### config.mk
export PLATFORM = sky130hd
export DESIGN_NAME = visualizador_producto
export DESIGN_NICKNAME = d
export VERILOG_FILES = /design/src/rtl/visualizador_producto.sv
export SDC_FILE = /design/constraint.sdc
export NUM_CORES = 1
export LEC_CHECK = 0
export ABC_AREA = 0
export ABC_CLOCK_PERIOD_IN_PS = 4940
export BUFFER_PORTS_ARGS = -buffer_cell sky130_fd_sc_hd__buf_2
export CORE_UTILIZATION = 50
export CTS_BUF_LIST = sky130_fd_sc_hd__clkbuf_4 sky130_fd_sc_hd__clkbuf_8
export DETAILED_ROUTE_END_ITERATION = 16
export PLACE_DENSITY = 0.77
export RECOVER_POWER = 25
export SKIP_LAST_GASP = 1
export SYNTH_ARGS = -nofsm -noshare
export SYNTH_HDL_FRONTEND = slang
export SYNTH_SLANG_ARGS = --single-unit
### constraint.sdc
create_clock -name reloj -period 4.94 [get_ports reloj]
set_input_delay 0.741 -clock reloj [delete_from_list [all_inputs] [get_ports reloj]]
set_output_delay 0.741 -clock reloj [all_outputs]
set_load 0.02 [all_outputs]
### src/rtl/visualizador_producto.sv
`default_nettype none
// ============================================================================
// Module  : visualizador_producto
// Brief   : Signed product -> sign + BCD (sequential double-dabble), buffered
//           and scanned onto an 8-position multiplexed 7-segment display.
// Revision: 1.0  initial release
// ============================================================================
module visualizador_producto #(
    parameter int ANCHO_PRODUCTO = 16,
    parameter int N_DIGITOS      = 5
) (
    input  logic                      reloj,
    input  logic                      reset,
    input  logic                      producto_valido,
    input  logic [ANCHO_PRODUCTO-1:0] producto,
    input  logic [2:0]                contador_actualizar,
    output logic                      ocupado,
    output logic                      listo,
    output logic [7:0]                anodos,
    output logic [6:0]                segmentos
);

    localparam int c_ANCHO_BCD = 4 * N_DIGITOS;
    localparam int c_ANCHO_CNT = $clog2(ANCHO_PRODUCTO);
    localparam logic [c_ANCHO_CNT-1:0] c_ULTIMO = c_ANCHO_CNT'(ANCHO_PRODUCTO - 1);
    localparam logic [6:0] c_SEG_MENOS  = 7'b1111110;
    localparam logic [6:0] c_SEG_BLANCO = 7'b1111111;

    typedef enum logic [1:0] {
        REPOSO    = 2'd0,
        CONVERTIR = 2'd1,
        CARGAR    = 2'd2
    } estado_t;

    estado_t                   r_estado;
    estado_t                   w_estado_sig;
    logic                      w_captura;
    logic [c_ANCHO_CNT-1:0]    r_cuenta;
    logic [c_ANCHO_BCD-1:0]    r_bcd;
    logic [c_ANCHO_BCD-1:0]    w_bcd_aj;
    logic [ANCHO_PRODUCTO-1:0] r_magnitud;
    logic [ANCHO_PRODUCTO-1:0] w_magnitud;
    logic                      r_signo;
    logic [c_ANCHO_BCD-1:0]    r_buf_bcd;
    logic                      r_buf_signo;
    logic                      r_listo;
    logic [N_DIGITOS-1:0]      w_visible;
    logic [3:0]                w_nibble;
    logic [6:0]                w_seg;
    logic [7:0]                w_an;
    logic [7:0]                r_anodos;
    logic [6:0]                r_segmentos;

    function automatic logic [6:0] f_segmentos(input logic [3:0] d);
        case (d)
            4'd0:    f_segmentos = 7'b0000001;
            4'd1:    f_segmentos = 7'b1001111;
            4'd2:    f_segmentos = 7'b0010010;
            4'd3:    f_segmentos = 7'b0000110;
            4'd4:    f_segmentos = 7'b1001100;
            4'd5:    f_segmentos = 7'b0100100;
            4'd6:    f_segmentos = 7'b0100000;
            4'd7:    f_segmentos = 7'b0001111;
            4'd8:    f_segmentos = 7'b0000000;
            4'd9:    f_segmentos = 7'b0000100;
            default: f_segmentos = c_SEG_BLANCO;
        endcase
    endfunction

    // Unsigned negate: the most negative input maps to 2^(N-1), which fits
    // exactly as an unsigned N-bit magnitude.
    assign w_magnitud = producto[ANCHO_PRODUCTO-1] ? (~producto + 1'b1) : producto;

    always_comb begin
        w_estado_sig = r_estado;
        w_captura    = 1'b0;
        case (r_estado)
            REPOSO: begin
                // The post-load cycle still counts as busy, so no capture then.
                if (producto_valido && !r_listo) begin
                    w_captura    = 1'b1;
                    w_estado_sig = CONVERTIR;
                end
            end
            CONVERTIR: if (r_cuenta == c_ULTIMO) w_estado_sig = CARGAR;
            CARGAR:    w_estado_sig = REPOSO;
            default:   w_estado_sig = REPOSO;
        endcase
    end

    genvar gi;
    generate
        for (gi = 0; gi < N_DIGITOS; gi++) begin : g_ajuste
            assign w_bcd_aj[4*gi +: 4] = (r_bcd[4*gi +: 4] >= 4'd5) ?
                                         (r_bcd[4*gi +: 4] + 4'd3) : r_bcd[4*gi +: 4];
        end
    endgenerate

    always_ff @(posedge reloj) begin
        if (reset) begin
            r_estado    <= REPOSO;
            r_cuenta    <= '0;
            r_bcd       <= '0;
            r_magnitud  <= '0;
            r_signo     <= 1'b0;
            r_buf_bcd   <= '0;
            r_buf_signo <= 1'b0;
            r_listo     <= 1'b0;
        end else begin
            r_estado <= w_estado_sig;
            r_listo  <= 1'b0;
            case (r_estado)
                REPOSO: begin
                    if (w_captura) begin
                        r_signo    <= producto[ANCHO_PRODUCTO-1];
                        r_magnitud <= w_magnitud;
                        r_bcd      <= '0;
                        r_cuenta   <= '0;
                    end
                end
                CONVERTIR: begin
                    {r_bcd, r_magnitud} <= {w_bcd_aj[c_ANCHO_BCD-2:0], r_magnitud, 1'b0};
                    r_cuenta            <= r_cuenta + 1'b1;
                end
                CARGAR: begin
                    r_buf_bcd   <= r_bcd;
                    r_buf_signo <= r_signo;
                    r_listo     <= 1'b1;
                end
                default: ;
            endcase
        end
    end

    // Leading-zero blanking: digit k is lit if it or any higher digit is nonzero.
    generate
        for (gi = 0; gi < N_DIGITOS; gi++) begin : g_visible
            if (gi == 0) begin : g_cero
                assign w_visible[gi] = 1'b1;
            end else begin : g_resto
                assign w_visible[gi] = |r_buf_bcd[c_ANCHO_BCD-1:4*gi];
            end
        end
    endgenerate

    always_comb begin
        w_seg    = c_SEG_BLANCO;
        w_an     = 8'hFF;
        w_nibble = 4'd0;
        if (contador_actualizar < 3'(N_DIGITOS)) begin
            if (w_visible[contador_actualizar]) begin
                w_nibble = r_buf_bcd[{contador_actualizar, 2'b00} +: 4];
                w_seg    = f_segmentos(w_nibble);
                w_an     = ~(8'd1 << contador_actualizar);
            end
        end else if (contador_actualizar == 3'(N_DIGITOS) && r_buf_signo) begin
            w_seg = c_SEG_MENOS;
            w_an  = ~(8'd1 << contador_actualizar);
        end
    end

    always_ff @(posedge reloj) begin
        if (reset) begin
            r_anodos    <= 8'hFF;
            r_segmentos <= c_SEG_BLANCO;
        end else begin
            r_anodos    <= w_an;
            r_segmentos <= w_seg;
        end
    end

    assign ocupado   = (r_estado != REPOSO) || r_listo;
    assign listo     = r_listo;
    assign anodos    = r_anodos;
    assign segmentos = r_segmentos;

endmodule
`default_nettype wire

**After elaboration in Yosys (flattened, before gate mapping)**

Memory sizes are Yosys's and may differ from the RTL's.
Index checks and enable logic that the tools add are counted.

- Input bits: 22
- Output and inout bits: 17
- Word-level logic and storage cells: 76
- Flip-flop bits (word level): 80
- ROM bits: 112
- Memories: 1

- Shift operators: 2
- Reduce and logical (&&, ||, !) cells: 14
- Order comparisons: 7
- Equal/unequal tests: 7
- Mux-type cells: 26
- Bitwise operators: 2
- Add/sub/neg operators: 7

Memory list:

| name | depth | bits a word | read ports | clocked after memory_dff | wr ports | RTL line | RTL |
|---|---|---|---|---|---|---|---|
| (name not given) | 16 | 7 | 1 | 0 | 0 | 55 | `case (d)` |

Operator list:

| operator | number |
|---|---|
| 20-bit one-hot mux with 2 select lines | 1 |
| 16-bit 2-to-1 mux | 2 |
| 16-bit one-hot mux with 2 select lines | 1 |
| 8-bit 2-to-1 mux | 3 |
| 4-bit by 3-bit >= comparator with 1-bit output (second input constant) | 5 |
| 20-bit 2-to-1 mux | 1 |
| 4-bit 2-to-1 mux | 5 |
| 20-bit by 6-bit variable part select with 4-bit output | 1 |
| 16-bit by 1-bit adder with 16-bit output (second input constant) | 1 |
| 4-bit by 2-bit adder with 4-bit output (second input constant) | 4 |
| 16-bit NOT | 1 |
| 16-bit OR reduction | 1 |
| 7-bit 2-to-1 mux | 2 |
| 12-bit OR reduction | 1 |
| 8-bit NOT | 1 |
| 4-bit one-hot mux with 2 select lines | 1 |
| 8-bit OR reduction | 1 |
| 1-bit by 3-bit left shift with 8-bit output (first input constant) | 1 |
| 2-bit inequality test (second input constant) | 3 |
| 2-bit AND reduction | 3 |
| 1-bit 2-to-1 mux | 5 |
| 4-bit by 1-bit adder with 4-bit output (second input constant) | 1 |
| 4-bit equality test (second input constant) | 1 |
| 3-bit by 4-bit less-than comparator with 1-bit output (second input constant) | 1 |
| other kinds (15) | 18 |

**Logic depth before layout (Yosys ltp)**

Gate-level depths: netlist of run 1.

- Depth in word-level cells: 6
- Mapped depth: 10
- Gate-level depth less buffers: 9

**Worst setup path after synthesis of run 1**

OpenSTA, ideal clock, no wires.

- Path kind: input-to-reg
- Start point: input port contador_actualizar[1]
- End point: register r_segmentos[1] (netlist: segmentos[1])
- Path buffers: 2
- Slack: 2.551 ns
- Data arrival time: 2.248 ns
- Required time: 4.799 ns
- Stages: 10
- Setup time: 0.141 ns
- Cell sequence: buf_4 > buf_2 > mux2i_1 > o22ai_1 > nor2_1 > inv_1 > ha_1 > a21boi_2 > a21boi_1 > o21ai_1

- Cells in the longest elaborated chain, start to end: 4
- Elaborated cells on any way between the ends: 7
- Those cells by class: 1 x order compare; 1 x shift; 4 x mux; 1 x memory

Ends and longest elaborated chain:

| element | RTL line | RTL |
|---|---|---|
| from (decl) | 16 | `input logic [2:0] contador_actualizar,` |
| 20-bit by 6-bit variable part select with 4-bit output / 1-bit binary-select mux with 3-bit select (equally long branches) | 152, 151 |  |
| memory 16 x 7 bit / 1-bit 2-to-1 mux (equally long branches) | - |  |
| 7-bit 2-to-1 mux | 151 | `if (w_visible[contador_actualizar]) begin` |
| 7-bit 2-to-1 mux (*) | 150 | `if (contador_actualizar < 3'(N_DIGITOS)) begin` |
| to (signal assigned) | 165 | `r_segmentos <= c_SEG_BLANCO;` |
| to (signal assigned) | 168 | `r_segmentos <= w_seg;` |
| to (decl) | 52 | `logic [6:0] r_segmentos;` |

Mark *: on every way between the ends. The rest lies on a longest branch, timed or not. The select of a mux whose other input is x is not followed.
A chain may end at the register's enable or synchronous reset.

==> impl_metrics.tcl, run 1 <==
set metrics [dict create \
    switchingPower_uw 322 \
    ys_seq_area_share_pct 40.7 \
    fin_cells 596 \
    timing.slew.headroom_pct 8.98 \
    post_cts_buffers 0 \
    clockRootBuffer "clkbuf_8" \
    finalPower_mw 1.26 \
    synth-edff-count 0 \
    yosysWarnings 0 \
    worst_slew_pin_slew_ns 1.37 \
    fin_crit_sh_pct 65.5 \
    crit_path_start_kind "input pin" \
    num_rows 31 \
    netlist_area_mm2 0.00394 \
    grt_max_degree 32 \
    portBuffers 38 \
    path_class "input pin to flip-flop" \
    start_util_pct 52.8 \
    tritoncts "yes" \
    max_stage_delay_ns 0.97 \
    htree_levels 3 \
    synth_top_area_share_pct 40.7 \
    drive_above_1_share_pct 12.7 \
    critPathSlowestCell "clkbuf_1" \
    path_max_fanout 31 \
    grt_setup_unrepaired "no" \
    grt_pass1_wl_mm 14.0 \
    syn_avg_cell_area_um2 8.52 \
    finalHoldViolCount 0 \
    clkPwrFrac_pct 37.5 \
    cts-hold-fix-buffers 0 \
    p_leak_nw 1.58 \
    io_pins 39 \
    drt-initial-drc-count 165 \
    finalSetupViolations 0 \
    drc 0 \
    place_congestion 0.873 \
    placed_cells 580 \
    clkSlewWorstSetupHoldPaths_ns 0.08 \
    intPower_uw 933 \
    worstSkewPairLatency_ns 0.35 \
    wl_mm 8.03 \
    die_y_um 90.7 \
    critPathBufInv 2 \
    seqPwrFrac_pct 53.3 \
    final_area_mm2 0.00435 \
    die_area_mm2 0.00823 \
    synth-seq-cells 80 \
    dieWidth_um 90.7 \
    path_common_cell "clkbuf_1" \
    synth_cells 462 \
    skew_ns 0.00542 \
    cap_violations 0 \
    cpLargestDelayFamily "buffers and inverters" \
    period_needed_ns 3.24 \
    ys.flop_type "dfxtp_1" \
    syn2layout_area_growth_pct 10.5 \
    vias 3319 \
    cp-end-kind "flip-flop" \
    antenna_found_initial 0 \
    synth_common_cells "dfxtp_1, nand2_1, a21oi_1" \
    wl_per_cell_um 13.5 \
    powerDensity_mw_per_mm2 289 \
    grt_util_all_layers_pct 20.7 \
    dpl_cell_area_mm2 0.00417 \
    antenna_left 0 \
    core_mm2 0.00745 \
    yosysTopAreaCell "dfxtp_1" \
    via_per_inst 5.57 \
    first_pass_iters 5 \
    grt-ovfl-total 0 \
    dp_hpwl_mm 5.76 \
    nets 532 \
    comb_power_share_pct 9.2 \
    hp-class "flip-flop to flip-flop" \
    cts_made_buffers 9 \
    cts_max_path_buffers 2 \
    max_freq_ghz 0.309 \
    synthTopCellsByArea "dfxtp_1, nand2_1, ha_1" \
    required_ns 5.18 \
    fin_setup_tns_ns 0 \
    status "finished clean" \
    switching_share_pct 25.7 \
    yosysUniqueCellTypes 53 \
    ir_drop_uv 175 \
    async_flop_share_pct 0 \
    cts_sinks 80 \
    diodes 0 \
    crit_chain "clkbuf_1 -> clkbuf_1 -> nand2b_1 -> nor3_1 -> o21ai_0 -> nand2_1" \
    arrival_ns 3.47 \
    cts-resized-gates 0 \
    synth_most_common_cell "dfxtp_1" \
    finalMaxSlewViolations 0 \
    first_global_vias 3078 \
]
-- metal layers --
layer	up-vias	part of all wire (%)	global-route usage, %
met5	-	0	0
li1	1688	-	-
met3	12	5.0	5.56
met2	92	46	32.8
met1	1527	47	26.8
met4	0	1.9	8.06
-- path summary, 6_finish.rpt --
check              start        endpoint  slack, ns  cells after the start
max                reset       r_bcd[19]       1.70                      6
min              r_signo     r_buf_signo       0.45                      2
max reg2reg  r_estado[0]  r_magnitud[10]       2.48                      5
min reg2reg      r_signo     r_buf_signo       0.45                      2
-- worst min-delay path: cells and delay by family (launching register included) --
kind,cells,cell delay (ns)
flip-flops,1,0.31
AND/OR/NAND/NOR,1,0.05
AO/OA/AOI/OAI,1,0.05
-- flip-flops by register name (all words and copies together) (netlist names) --
signal and flops:
anodos 8, listo 1, r_bcd 20, r_buf_bcd 20, r_buf_signo 1, r_cuenta 4
r_estado 2, r_magnitud 16, r_signo 1, segmentos 7
-- per-stage QoR --
stage,hold WS (ns),setup WS (ns),utilization [%]
final,0.454,1.70,58.4
after global placement,0.447,2.29,56.0
after floorplan,0.432,2.55,-
after CTS,0.453,2.65,58.7
after global routing,0.484,1.39,58.4
after detailed placement,0.443,2.26,56.0
-- layout by cell type, fill, tap and decap left out, types with 2 or more instances in the layout --
cell type	instances
buf_2	31
a41oi_1	3
a22oi_1	13
o22ai_1	6
a22o_1	7
nor3_1	11
xnor2_1	9
xor2_1	14
a21oi_1	44
o211ai_1	5
conb_1	2
clkinvlp_4	2
clkinv_2	2
nor2_1	18
clkinv_4	2
o21ai_0	26
nand2_1	77
inv_1	18
nand3b_1	3
o31ai_1	5
or2_2	3
nand3_1	16
dfxtp_1	80
nor4_1	5
clkbuf_8	9
buf_4	2
ha_1	18
o21ai_1	2
a31oi_1	5
clkbuf_1	9
nand2b_1	11
nand4_1	3
mux2i_1	8
nor2b_1	4
-- power groups by stage --
stage,logic [mW],registers (mW),clock network (mW)
2_1_floorplan,0.0807,0.686,0
3_3_place_gp,0.113,0.683,0
3_5_place_dp,0.116,0.684,0
4_1_cts,0.116,0.669,0.483
5_1_grt,0.128,0.671,0.511
6_report,0.115,0.669,0.471
-- layout make-up --
cell class	instances	area (um2)
Inverter	18	67.6
Clock buffer	9	124
Multi-Input combinational cell	341	2150
Fill cell	679	3100
Timing Repair Buffer	42	204
Sequential cell	80	1600
Clock inverter	7	72.6
Tap cell	99	124
-- kinds of logic after synthesis --
kind of cell	count (synthesis)	synth area share [%]
AND/OR/NAND/NOR	163	21.0
flip-flops	80	40.7
adder cells (fa/ha/maj)	18	5.72
other	1	0.0953
AO/OA/AOI/OAI	125	20.2
multiplexers	10	2.70
buffers and inverters	42	4.55
XOR/XNOR	23	5.12
Power figures use the tool's default switching activity.
==> inputs of run 2 (changes only) <==
--- a/config.mk
+++ b/config.mk
@@ -5,8 +5,8 @@
 export SDC_FILE = /design/constraint.sdc
 export NUM_CORES = 1
 export LEC_CHECK = 0
-export ABC_AREA = 0
-export ABC_CLOCK_PERIOD_IN_PS = 4940
+export ABC_AREA = 1
+export ABC_CLOCK_PERIOD_IN_PS = 3300
 export BUFFER_PORTS_ARGS = -buffer_cell sky130_fd_sc_hd__buf_2
 export CORE_UTILIZATION = 50
 export CTS_BUF_LIST = sky130_fd_sc_hd__clkbuf_4 sky130_fd_sc_hd__clkbuf_8
==> constraint.sdc (replaced) <==
create_clock -name reloj -period 3.3 [get_ports reloj]
set_input_delay 0.495 -clock reloj [delete_from_list [all_inputs] [get_ports reloj]]
set_output_delay 0.495 -clock reloj [all_outputs]
set_load 0.02 [all_outputs]
==> run 2 against run 1 <==
Synthesized cell count increased by 22%; total power increased by 46%; worst hold slack got worse by 0.016 ns; first-iteration DRC count increased by 3.6%; largest power group unchanged.
==> impl_metrics.tcl, run 2 <==
set metrics [dict create \
    reg_top3 "r_bcd x20, r_buf_bcd x20, r_magnitud x16" \
    path_max_fanout 22 \
    yosysUniqueCellTypes 39 \
    tritoncts "yes" \
    portBuffers 38 \
    wl_mm 8.64 \
    cap_violations 0 \
    ys_seq_area_share_pct 39.0 \
    worstSkewPairLatency_ns 0.35 \
    cts-resized-gates 0 \
    antenna_left 0 \
    synth_most_common_cell "nand2_1" \
    multiInputGateArea_mm2 0.00211 \
    async_flop_share_pct 0 \
    timing.slew.headroom_pct 7.16 \
    max_freq_ghz 0.467 \
    first_global_vias 3447 \
    fillerInstances 756 \
    die_area_mm2 0.00857 \
    clkSlewWorstSetupHoldPaths_ns 0.07 \
    regArea_mm2 0.00160 \
    diodes 0 \
    cts_max_path_buffers 2 \
    post_cts_buffers 0 \
    cp-end-kind "flip-flop" \
    required_ns 3.49 \
    drc 0 \
    nets 637 \
    crit_path_start_kind "input pin" \
    worst_slew_pin_slew_ns 1.39 \
    wl_per_cell_um 12.3 \
    cts_sinks 80 \
    final_common_cell "nand2_1" \
    syn_avg_cell_area_um2 7.28 \
    netlist_area_mm2 0.00410 \
    grt_max_degree 43 \
    fin_crit_sh_pct 65.0 \
    synth_top_family_by_area "simple AND/OR/NAND/NOR gates" \
    grt_util_all_layers_pct 21.6 \
    p_leak_nw 1.87 \
    arrival_ns 2.33 \
    layout_common_cells "nand2_1, dfxtp_1, inv_1" \
    dpl_cell_area_mm2 0.00435 \
    yosysTopAreaCell "dfxtp_1" \
    synth_cells 563 \
    clockRootBuffer "clkbuf_8" \
    finalSetupViolations 0 \
    synth_xor_xnor_area_share_pct 1.49 \
    regToRegSetupSlack_ns 1.16 \
    drive_above_1_share_pct 13.8 \
    synthTopCellsByArea "dfxtp_1, nand2_1, inv_1" \
    synth-adder-area-share_pct 5.49 \
    place_congestion 0.847 \
    synth_common_cells "nand2_1, dfxtp_1, inv_1" \
    htree_levels 3 \
    muxShareOfSynthArea_pct 0 \
    synthSimpleGateAreaFrac_pct 25.3 \
    grt_pass1_wl_mm 14.9 \
    ir_drop_uv 204 \
    synth_compound_area_share_pct 18.9 \
    grt-ovfl-total 0 \
    synth-seq-cells 80 \
    synth-edff-count 0 \
    path_class "input pin to flip-flop" \
    finalHoldViolCount 0 \
    final_area_mm2 0.00452 \
    grt_setup_unrepaired "no" \
    syn2layout_area_growth_pct 10.1 \
    cts_made_buffers 9 \
    status "finished clean" \
    hp-class "input pin to flip-flop" \
    period_needed_ns 2.14 \
    fin_setup_tns_ns 0 \
    ys.flop_type "dfxtp_1" \
    dp_hpwl_mm 6.24 \
    die_y_um 92.6 \
    via_per_inst 5.27 \
    yosysWarnings 0 \
    core_mm2 0.00785 \
    io_pins 39 \
    first_pass_iters 5 \
    powerDensity_mw_per_mm2 406 \
    cts-hold-fix-buffers 0 \
    vias 3706 \
    antenna_found_initial 0 \
    skew_ns 0.0111 \
    start_util_pct 52.3 \
    num_rows 32 \
    drt-initial-drc-count 171 \
    synth_top_area_share_pct 39.0 \
    finalMaxSlewViolations 0 \
    dieWidth_um 92.6 \
]
[run 2: cell types whose count changed after synthesis, moves of 11 or more]
| cell | before | now |
|---|---|---|
| inv_1 | 18 | 74 |
| nor2_1 | 18 | 62 |
| nand2_1 | 77 | 116 |
| nand3_1 | 16 | 39 |
| a22oi_1 | 13 | 1 |
| nand2b_1 | 11 | 0 |
[run 2: where the power goes]
group	total [mW]	switching (mW)	leakage (nW)	internal [mW]
logic	0.181	0.124	1.13	0.0576
clock network	0.651	0.335	0.0917	0.316
registers	0.999	0.0106	0.650	0.988
[run 2: cell families (layout without fill, tap and decap cells)]
family	count (synthesis)	after routing
AND/OR/NAND/NOR	240	240
AO/OA/AOI/OAI	118	118
buffers and inverters	99	136
flip-flops	80	80
adder cells (fa/ha/maj)	18	18
XOR/XNOR	7	7
other	1	2
[run 2: path summary, 6_finish.rpt]
kind                                              from             end  depth (start not counted)
worst max-delay path                             reset  r_magnitud[15]                          4
worst min-delay path            contador_actualizar[2]       anodos[5]                          2
worst max register to register             r_estado[1]    r_buf_bcd[7]                          5
worst min register to register             r_cuenta[1]     r_cuenta[1]                          2
[run 2: metal layers]
layer  track usage, %  wire, um  up-vias  share of wire [%]
met5                0         0        -                  0
met4             8.07       128        0                1.5
met3             4.93       346       15                4.0
met2             37.9      4260       82                 49
met1             25.5      3910     1697                 45
li1                 -         -     1912                  -
[run 2: worst max-delay path: stages]
cell and delay, ns:
clkbuf_1 0.78, inv_1 0.14, nand3_1 0.72, o221ai_1 0.19
[run 2: cell type report]
type	instances	area share, %
multi-input combinational	385	46.7
clock buffer	12	3.52
clock inverter	3	0.388
timing repair buffer	40	4.38
tap	102	2.83
inverter	81	6.73
sequential	80	35.5
[run 2: per-stage QoR]
stage,util (%),setup slack (ns),power [mW],hold slack [ns],std cells
3_5_place_dp,55.4,0.871,1.20,0.476,688
2_1_floorplan,-,1.33,1.15,0.394,564
5_1_grt,57.5,0.920,1.92,0.421,703
3_3_place_gp,55.4,1.08,1.20,0.460,688
6_report,57.5,1.16,1.83,0.437,703
4_1_cts,57.6,1.25,1.85,0.430,703
